### config.mk
export PLATFORM = sky130hd
export DESIGN_NAME = age_issue_select
export DESIGN_NICKNAME = d
export VERILOG_FILES = /design/src/rtl/age_issue_pkg.sv /design/src/rtl/age_issue_select_oldest_pick.sv /design/src/rtl/age_issue_select.sv
export SDC_FILE = /design/constraint.sdc
export NUM_CORES = 1
export LEC_CHECK = 0
export ABC_AREA = 1
export CORE_UTILIZATION = 40
export DETAILED_ROUTE_END_ITERATION = 8
export HOLD_SLACK_MARGIN = 0.1
export PLACE_DENSITY_LB_ADDON = 0.08
export SETUP_SLACK_MARGIN = 0.2
export SKIP_CTS_REPAIR_TIMING = 1
export SYNTH_ARGS = -nofsm -noshare
export SYNTH_HDL_FRONTEND = slang
export SYNTH_SLANG_ARGS = --single-unit
### constraint.sdc
create_clock -name clk_i -period 18.5 [get_ports clk_i]
set_input_delay 1.85 -clock clk_i [delete_from_list [all_inputs] [get_ports clk_i]]
set_output_delay 1.85 -clock clk_i [all_outputs]
set_load 0.005 [all_outputs]
### src/rtl/age_issue_pkg.sv
// Shared defaults and age type for the age-ordered issue selector.
package age_issue_pkg;

  localparam int SIZE_DEF    = 8;
  localparam int ISSUE_W_DEF = 2;
  localparam int AGE_W_DEF   = 4;

  typedef logic [AGE_W_DEF-1:0] age_t;

endpackage

### src/rtl/age_issue_select_oldest_pick.sv
// Combinational pick of the oldest entry in a mask.
// Strict compare keeps the lowest index on equal ages.
module oldest_pick
  import age_issue_pkg::*;
#(
  parameter int SIZE  = SIZE_DEF,
  parameter int AGE_W = AGE_W_DEF,
  parameter int IDX_W = $clog2(SIZE)
) (
  input  logic [SIZE-1:0]       mask_i,
  input  logic [SIZE*AGE_W-1:0] ages_i,
  output logic [SIZE-1:0]       onehot_o,
  output logic [IDX_W-1:0]      idx_o,
  output logic                  valid_o
);

  logic [AGE_W-1:0] best;

  always_comb begin
    best     = '0;
    idx_o    = '0;
    valid_o  = 1'b0;
    onehot_o = '0;
    for (int i = 0; i < SIZE; i++) begin
      if (mask_i[i] &&
          (!valid_o ||
           ages_i[i*AGE_W +: AGE_W] > best)) begin
        valid_o = 1'b1;
        best    = ages_i[i*AGE_W +: AGE_W];
        idx_o   = IDX_W'(i);
      end
    end
    if (valid_o) onehot_o[idx_o] = 1'b1;
  end

endmodule

### src/rtl/age_issue_select.sv
// Age-ordered multi-grant issue selector with per-entry
// occupancy and saturating age counters.
module age_issue_select
  import age_issue_pkg::*;
#(
  parameter int SIZE    = SIZE_DEF,
  parameter int ISSUE_W = ISSUE_W_DEF,
  parameter int AGE_W   = AGE_W_DEF,
  localparam int IDX_W  = $clog2(SIZE)
) (
  input  logic                     clk_i,
  input  logic                     reset_ni,
  input  logic [SIZE-1:0]          alloc_i,
  input  logic [SIZE-1:0]          ready_i,
  input  logic                     issue_en_i,
  input  logic                     flush_i,
  output logic [SIZE-1:0]          grant_o,
  output logic [ISSUE_W-1:0]       grant_valid_o,
  output logic [ISSUE_W*IDX_W-1:0] grant_idx_o,
  output logic [SIZE-1:0]          occ_o,
  output logic                     alloc_err_o
);

  logic [SIZE-1:0]       occ_q, occ_d;
  logic [SIZE*AGE_W-1:0] age_q, age_d;
  logic                  err_q, err_d;
  logic [SIZE-1:0]       elig;
  logic [SIZE-1:0]       mask [ISSUE_W];
  logic [SIZE-1:0]       oh   [ISSUE_W];

  assign elig = occ_q & ready_i &
                {SIZE{~flush_i & issue_en_i}};

  // Each slot sees the mask minus all earlier slots' picks.
  for (genvar k = 0; k < ISSUE_W; k++) begin : g_slot
    if (k == 0) begin : g_first
      assign mask[k] = elig;
    end else begin : g_next
      assign mask[k] = mask[k-1] & ~oh[k-1];
    end
    oldest_pick #(
      .SIZE  (SIZE),
      .AGE_W (AGE_W),
      .IDX_W (IDX_W)
    ) u_pick (
      .mask_i   (mask[k]),
      .ages_i   (age_q),
      .onehot_o (oh[k]),
      .idx_o    (grant_idx_o[k*IDX_W +: IDX_W]),
      .valid_o  (grant_valid_o[k])
    );
  end

  always_comb begin
    grant_o = '0;
    for (int k = 0; k < ISSUE_W; k++)
      grant_o = grant_o | oh[k];
  end

  always_comb begin
    occ_d = occ_q;
    age_d = age_q;
    err_d = err_q | (~flush_i & (|(alloc_i & occ_q)));
    for (int i = 0; i < SIZE; i++) begin
      if (flush_i || grant_o[i]) begin
        occ_d[i]                 = 1'b0;
        age_d[i*AGE_W +: AGE_W]  = '0;
      end else if (occ_q[i]) begin
        if (age_q[i*AGE_W +: AGE_W] != '1)
          age_d[i*AGE_W +: AGE_W] =
            age_q[i*AGE_W +: AGE_W] + 1'b1;
      end else if (alloc_i[i]) begin
        occ_d[i]                 = 1'b1;
        age_d[i*AGE_W +: AGE_W]  = '0;
      end
    end
  end

  always_ff @(posedge clk_i or negedge reset_ni) begin
    if (!reset_ni) begin
      occ_q <= '0;
      age_q <= '0;
      err_q <= 1'b0;
    end else begin
      occ_q <= occ_d;
      age_q <= age_d;
      err_q <= err_d;
    end
  end

  assign occ_o       = occ_q;
  assign alloc_err_o = err_q;

endmodule
# Yosys cells after proc, flatten, opt, wreduce, memory -nomap -nowiden
# Cells that the tools add are included.
dict set report word_totals {
  ff_bits 41
  in_bits 20
  wordCells 237
  out_inout_bits 25
}
dict set report op_classes {
  bitwise_logic 10
  reduce_logical 69
  mux 106
  addsub 8
  order_cmp 18
  eq_ne 16
}
# cell count
set op_table {}
lappend op_table {{$mux 4} 46}
lappend op_table {{$gt 4x4->1} 14}
lappend op_table {{$mux 1} 44}
lappend op_table {{$add 4x1->4 const B} 8}
lappend op_table {{$and 8x8->8} 4}
lappend op_table {{$ne 4x4->1 const B} 8}
lappend op_table {{$mux 3} 8}
lappend op_table {{$ne 3x1->1 const B} 8}
lappend op_table {{$reduce_bool 3->1} 8}
lappend op_table {{$logic_or 1x1->1} 22}
lappend op_table {{$logic_and 1x1->1} 16}
lappend op_table {{$mux 8} 2}
lappend op_table {{$reduce_and 2->1} 8}
lappend op_table {{$logic_not 1->1} 14}
lappend op_table {{$lt 3x4->1 const B} 2}
lappend op_table {{$mux 2} 4}
lappend op_table {{$not 8->8} 1}
lappend op_table {{$or 8x8->8} 1}
lappend op_table {{$reduce_or 8->1} 1}
lappend op_table {{$demux 1 s3} 2}
lappend op_table {{$ge 3x1->1 const B} 2}
lappend op_table {{$and 1x1->1} 2}
lappend op_table {{$not 1->1} 1}
lappend op_table {{$or 1x1->1} 1}

# Longest topological paths before layout
dict set report logic_depth {
  ltp_word 77
  ltp_mapped 156
  ltp_nobuf 152
}

# Hierarchy
# A second synthesis with hierarchy kept.
dict set report unflattened {
  hier_cells 818
  area_unflattened_um2 5308.8
}
# mod seq_area_each_um2 n_inst cells_per_inst area_each_um2
set modules_own_cells {}
lappend modules_own_cells {age_issue_select 1026.0 1 343 2660.1}
lappend modules_own_cells {{oldest_pick at g_slot[0].u_pick} 0.0 1 237 1356.3}
lappend modules_own_cells {{oldest_pick at g_slot[1].u_pick} 0.0 1 238 1292.5}

# Least setup slack after synthesis
# No wires, ideal clock.
dict set report synth_timing {
  path_type {input to output}
  from {input port issue_en_i}
  to {output port grant_o[0]}
  setup_slack_ns -0.028
  arrival_time_ns 16.678
  stages 144
  n_path_buf 5
  required_time_ns 16.650
  cell_sequence {inv_1 nor2_4 nand2_1 inv_1 nand2_1 ha_1 nand2_1 inv_1 nand2_1 nand2_1 nand2_1 a21oi_1 inv_1 o21ai_0 ha_1 nand2_1 inv_1 nand3_1 (+108 left out) nand2_1 nand2_1 nand2_2 buf_6 nand3_1 o21ai_0 ha_1 inv_1 nor2_1 o21bai_1 nand2_1 o21ai_0 nand2_1 nand2_4 nand3_2 nor2_2 nand2_2 nand2_1}
}
dict set report synth_via {
  elab_chain_len 73
  word_cells_on_any_way 117
  classes_between {18 x order compare; 50 x mux; 5 x bitwise; 44 x reduce/logical}
}
# item line_no
set synth_rtl {}
lappend synth_rtl {{from (decl)} age_issue_select.sv:15} ;# input logic issue_en_i,
lappend synth_rtl {{$and 1x1->1 *} age_issue_select.sv:32} ;# {SIZE{~flush_i & issue_en_i}};
lappend synth_rtl {{$and 8x8->8 *} age_issue_select.sv:31} ;# assign elig = occ_q & ready_i &
lappend synth_rtl {{$mux 4 / $mux 1 (equally long branches)} age_issue_select_oldest_pick.sv:25} ;# if (mask_i[i] &&
lappend synth_rtl {{$gt 4x4->1 / $logic_not 1->1 (equally long branches)} {age_issue_select_oldest_pick.sv:27, age_issue_select_oldest_pick.sv:26}}
lappend synth_rtl {{$logic_or 1x1->1} age_issue_select_oldest_pick.sv:26} ;# (!valid_o ||
lappend synth_rtl {{$logic_and 1x1->1} age_issue_select_oldest_pick.sv:25}
lappend synth_rtl {{$mux 4 / $mux 1 (equally long branches)} age_issue_select_oldest_pick.sv:25}
lappend synth_rtl {{$gt 4x4->1 / $logic_not 1->1 (equally long branches)} {age_issue_select_oldest_pick.sv:27, age_issue_select_oldest_pick.sv:26}}
lappend synth_rtl {{(+23 left out)} -}
lappend synth_rtl {{net grant_idx_o[2]} age_issue_select.sv:19} ;# output logic [ISSUE_W*IDX_W-1:0] grant_idx_o,
lappend synth_rtl {{(+35 left out)} -}
lappend synth_rtl {{$mux 3 *} age_issue_select_oldest_pick.sv:25}
lappend synth_rtl {{net grant_idx_o[4]} age_issue_select.sv:19}
lappend synth_rtl {{$lt 3x4->1 (not written as such) / $ge 3x1->1 (equally long branches)} age_issue_select_oldest_pick.sv:33} ;# if (valid_o) onehot_o[idx_o] = 1'b1;
lappend synth_rtl {{$logic_and 1x1->1 (not written as such)} age_issue_select_oldest_pick.sv:33}
lappend synth_rtl {{$mux 1 (not written as such)} age_issue_select_oldest_pick.sv:33}
lappend synth_rtl {{$demux 1 s3 *} -}
lappend synth_rtl {{$mux 8 *} age_issue_select_oldest_pick.sv:33}
lappend synth_rtl {{$or 8x8->8 *} age_issue_select.sv:57} ;# grant_o = grant_o | oh[k];
lappend synth_rtl {{to (decl)} age_issue_select.sv:17} ;# output logic [SIZE-1:0] grant_o,
# The timed path passes the listed nets; every way through them passes the cells marked *.

# Final worst setup path
dict set report layout_timing {
  from {input port flush_i}
  to {output port grant_o[4]}
}
dict set report layout_via {
  elab_chain_len 74
  word_cells_on_any_way 118
  classes_between {18 x order compare; 50 x mux; 6 x bitwise; 44 x reduce/logical}
}
# item line_no
set layout_rtl {}
lappend layout_rtl {{from (decl)} age_issue_select.sv:16} ;# input logic flush_i,
lappend layout_rtl {{$not 1->1 *} age_issue_select.sv:32}
lappend layout_rtl {{$and 1x1->1 *} age_issue_select.sv:32}
lappend layout_rtl {{$and 8x8->8 *} age_issue_select.sv:31}
lappend layout_rtl {{$mux 4 / $mux 1 (equally long branches)} age_issue_select_oldest_pick.sv:25}
lappend layout_rtl {{$gt 4x4->1 / $logic_not 1->1 (equally long branches)} {age_issue_select_oldest_pick.sv:27, age_issue_select_oldest_pick.sv:26}}
lappend layout_rtl {{$logic_or 1x1->1} age_issue_select_oldest_pick.sv:26}
lappend layout_rtl {{$logic_and 1x1->1} age_issue_select_oldest_pick.sv:25}
lappend layout_rtl {{$mux 4 / $mux 1 (equally long branches)} age_issue_select_oldest_pick.sv:25}
lappend layout_rtl {{(+58 left out)} -}
lappend layout_rtl {{$logic_and 1x1->1} age_issue_select_oldest_pick.sv:25}
lappend layout_rtl {{$mux 3} age_issue_select_oldest_pick.sv:25}
lappend layout_rtl {{$lt 3x4->1 (not written as such) / $ge 3x1->1 (equally long branches)} age_issue_select_oldest_pick.sv:33}
lappend layout_rtl {{$logic_and 1x1->1 (not written as such)} age_issue_select_oldest_pick.sv:33}
lappend layout_rtl {{$mux 1 (not written as such)} age_issue_select_oldest_pick.sv:33}
lappend layout_rtl {{$demux 1 s3} -}
lappend layout_rtl {{$mux 8} age_issue_select_oldest_pick.sv:33}
lappend layout_rtl {{$or 8x8->8 *} age_issue_select.sv:57}
# Mark *: on every way between the ends. The rest lies on a longest branch, timed or not.

==> PnR_summary.wiki <==
{| class="wikitable"
! Metric !! Value
|-
| Outcome || finished with violations
|-
| Total power consumption of the routed design || between 300 and 400 µW
|-
| Multi-input gate area in the final layout || about 4100 µm²
|-
| Total routing usage reported by global routing || 0.236
|-
| Max Used Layer || met4
|-
| Length of routed met3 wiring || roughly 600 µm
|-
| Largest clock skew in the final design || 0.00206 ns
|-
| First-pass DRT Iterations || 4
|-
| Fin Hold WS || ~0.47 ns
|-
| Inst Count DP || 990
|-
| Dpl ws || -2.17 ns
|-
| Library cell used as clock root buffer || clkbuf_16
|-
| Width of the chip || ~110 µm
|-
| Worst-Margin Slew || around 0.98 ns
|-
| Clock Pin Slew Worst Setup and Hold Paths || 0.06 ns
|-
| Synthesized area per cell || approximately 6.7 µm²
|-
| Area inside the core boundary || approximately 11,000 µm²
|-
| Data required time of the worst path || between 15 and 20 ns
|-
| Synthesized area || between 4000 and 5000 µm²
|-
| Violations in the final reports || setup timing
|-
| Share of the yosys chip area belonging to registers || 0.217
|-
| Hold Violations, Final || 0
|-
| Most used flip-flop cell after synthesis || dfrtp_1
|-
| Largest voltage drop on the vdd net || 0.0337 mV
|-
| Maximum capacitance violations || 0
|-
| Reg-to-Reg Start || occ_o[0]
|-
| Area of the die || about 12,000 µm²
|-
| # nets final || 978
|-
| Std-Cell Rows || 39
|-
| Number of instances in the synthesized netlist || approximately 700
|-
| Count of cell types in the netlist || 38
|-
| Syn. warnings || 0
|-
| Share of synthesized flip-flops with an asynchronous set or reset || 1.00
|-
| Register-to-Register Setup Slack || around 2.3 ns
|-
| Number of antenna diodes || 0
|-
| Clock Latency Late Sink || about 0.30 ns
|-
| Number of flip-flops and latches in the synthesized netlist || a little over 40
|-
| Startpoint of the tightest hold check path || alloc_err_o
|-
| Fin Setup TNS || -7.48 ns
|-
| Non-filler cells in the finished layout || between 1k and 1.5k
|-
| Summed area of non-filler cells in the final layout || about 7300 µm²
|-
| CTS Buffer Depth || 2
|-
| Post-DP Area || between 6000 and 7000 µm²
|-
| HP Class || flip-flop to flip-flop
|-
| Setup-failing EPs final || 11
|-
| Via count of the first global-routing pass || ~5k
|-
| FILL cells || approximately 1,000
|-
| Worst slew margin || 0.346
|-
| Antenna Violating Nets Remaining || 0
|-
| Final Wtd Congestion || about 0.85
|-
| Slowest-stage cell, CP || ha_1
|-
| Nature of the critical path endpoint || output port
|-
| Longest individual stage delay on the worst path || around 0.32 ns
|-
| Post-synth top cells || 178 x nand2_1, 88 x inv_1, 74 x nor2_1
|-
| Hold endpoint || alloc_err_o
|-
| Arrival time of data at the critical path endpoint || 17.44 ns
|-
| Top-level I/O count || between 40 and 50
|-
| Syn-to-layout area delta || 54.7%
|-
| Post-DP HPWL || between 10,000 and 15,000 µm
|-
| Vias post-DR || 5,414
|-
| Port bufs || 44
|-
| Depth of the worst register-to-register path || approximately 150
|-
| Number of remaining DRC errors || 0
|-
| Die height || roughly 110 µm
|-
| Number of enable flip-flop cells after synthesis || 0
|-
| Top cells by area, synth || dfrtp_1 22%, ha_1 17%, nand2_1 14%
|-
| Via-per-instance ratio || 5.22
|-
| Count of pins over their slew limit || 0
|-
| Worst Path Class, Setup || primary input to output port
|-
| Total wire length || between 15,000 and 20,000 µm
|-
| Peak Freq || between 50 and 60 MHz
|-
| Total congestion overflow || 0
|-
| Number of clock sinks || between 40 and 50
|-
| Starting density of the core || 0.412
|-
| Cell depth of the worst hold path || 1
|-
| Post-DR wirelength/cell || 14.9 µm
|-
| Number of antenna violations at the first check in global routing || 0
|-
| Clock tree from TritonCTS || done
|-
| Footprint of the flip-flops and latches || 1030 µm²
|-
| Final cycle utilization of the critical path || 1.04
|-
| Most common cell on crit path || nand2_1
|-
| Met2 wire length || roughly 7400 µm
|-
| Power density relative to cell area || roughly 44 nW/µm²
|-
| Unrepaired setup endpoints after global routing || yes
|-
| Layout cells sized above 1 || 0.399
|-
| Total routed wire length on the met1 layer || ~7200 µm
|-
| Lkg Pwr || roughly 3.8 nW
|-
| Initial DRC Count || around 230
|-
| Top-area cell type share of the netlist area || 0.217
|-
| Largest fanout of any net on the critical path || 8
|-
| Most common cell in the netlist || nand2_1
|-
| Cell type contributing the most total cell area after synthesis || dfrtp_1
|-
| Largest net degree at the start of global routing || 42
|-
| Min setup slack post-route || -0.790 ns
|-
| Number of buffers inserted during clock tree synthesis || 5
|-
| Wire length of the first global-routing pass || between 20,000 and 25,000 µm
|-
| Min Clock Period, post-route || between 15 and 20 ns
|-
| Total number of H-tree levels || 2
|-
| Post-layout utilization of the core || 0.637
|-
| Number of nets in the synthesized netlist || just under 800
|-
| Reg-to-reg endpoint || occ_o[6]
|-
| Startpoint kind of the worst setup timing path || primary input
|}
-- area by class of cell --
cell class / count / share of cell area
Clock buffer: 8 / 0.0187
Inverter: 91 / 0.0495
Multi-Input combinational cell: 569 / 0.559
Sequential cell: 41 / 0.140
Tap cell: 143 / 0.0245
Timing Repair Buffer: 186 / 0.208
-- critical path, delay by kind of cell --
family                     cells  cell delay [ns]
and+or+nand+nor               80             6.65
adders and majority gates     14             3.91
AOI/OAI and AO/OA             33             3.50
buffers and inverters         19             1.47
-- sequential cells by signal, indices dropped and copies added, names as in the netlist --
| register | cells |
|---|---|
| age_q | 32 |
| occ_o | 8 |
| alloc_err_o | 1 |
-- per-layer routing --
| metal | track usage | vias to the layer above |
|---|---|---|
| li1 | - | 2749 |
| met1 | 0.313 | 2521 |
| met2 | 0.397 | 119 |
| met3 | 0.0372 | 25 |
| met4 | 0.0622 | 0 |
| met5 | 0 | - |
-- logic make-up (layout without fill, tap and decap cells) --
kind of cell,count (synthesis),after routing,share of synthesized area
and+or+nand+nor,372,377,0.371
DFF,41,41,0.217
xor gates and xnor gates,1,1,0.00185
AOI/OAI and AO/OA,127,127,0.154
adders and majority gates,64,64,0.169
buffers and inverters,98,285,0.0858
-- report_power, final --
part | internal [mW] | switching [mW] | total, mW
clock | 0.0503 | 0.0375 | 0.0878
sequential | 0.0938 | 0.00700 | 0.101
combinational | 0.0649 | 0.0717 | 0.137
-- cells in the final DEF, fill, tap and decap left out, types with 9 or more instances in the layout --
| cell type | count |
|---|---|
| buf_6 | 12 |
| buf_4 | 129 |
| o21ai_2 | 20 |
| ha_1 | 43 |
| o21ai_1 | 18 |
| ha_4 | 18 |
| nand4_1 | 12 |
| nor2_1 | 71 |
| clkdlybuf4s50_1 | 29 |
| nand3_1 | 20 |
| a21oi_1 | 28 |
| nand2_2 | 49 |
| nor3_1 | 14 |
| nand2_4 | 29 |
| nand2_1 | 128 |
| o21ai_0 | 20 |
| nand3_2 | 20 |
| clkbuf_2 | 9 |
| inv_1 | 74 |
| inv_2 | 11 |
| dfrtp_1 | 41 |
-- worst max path at each step --
stage / from / end / slack, ns / depth (start not counted)
after floorplan: issue_en_i / grant_o[4] / 0.23 / 148
after global placement: issue_en_i / grant_o[6] / -1.66 / 136
after detailed placement: issue_en_i / grant_o[4] / -2.17 / 140
after CTS: issue_en_i / grant_o[4] / -2.25 / 140
after global routing: flush_i / grant_o[6] / -1.91 / 146
final: flush_i / grant_o[4] / -0.79 / 146
Note: power is estimated with default switching activity, not from simulation.
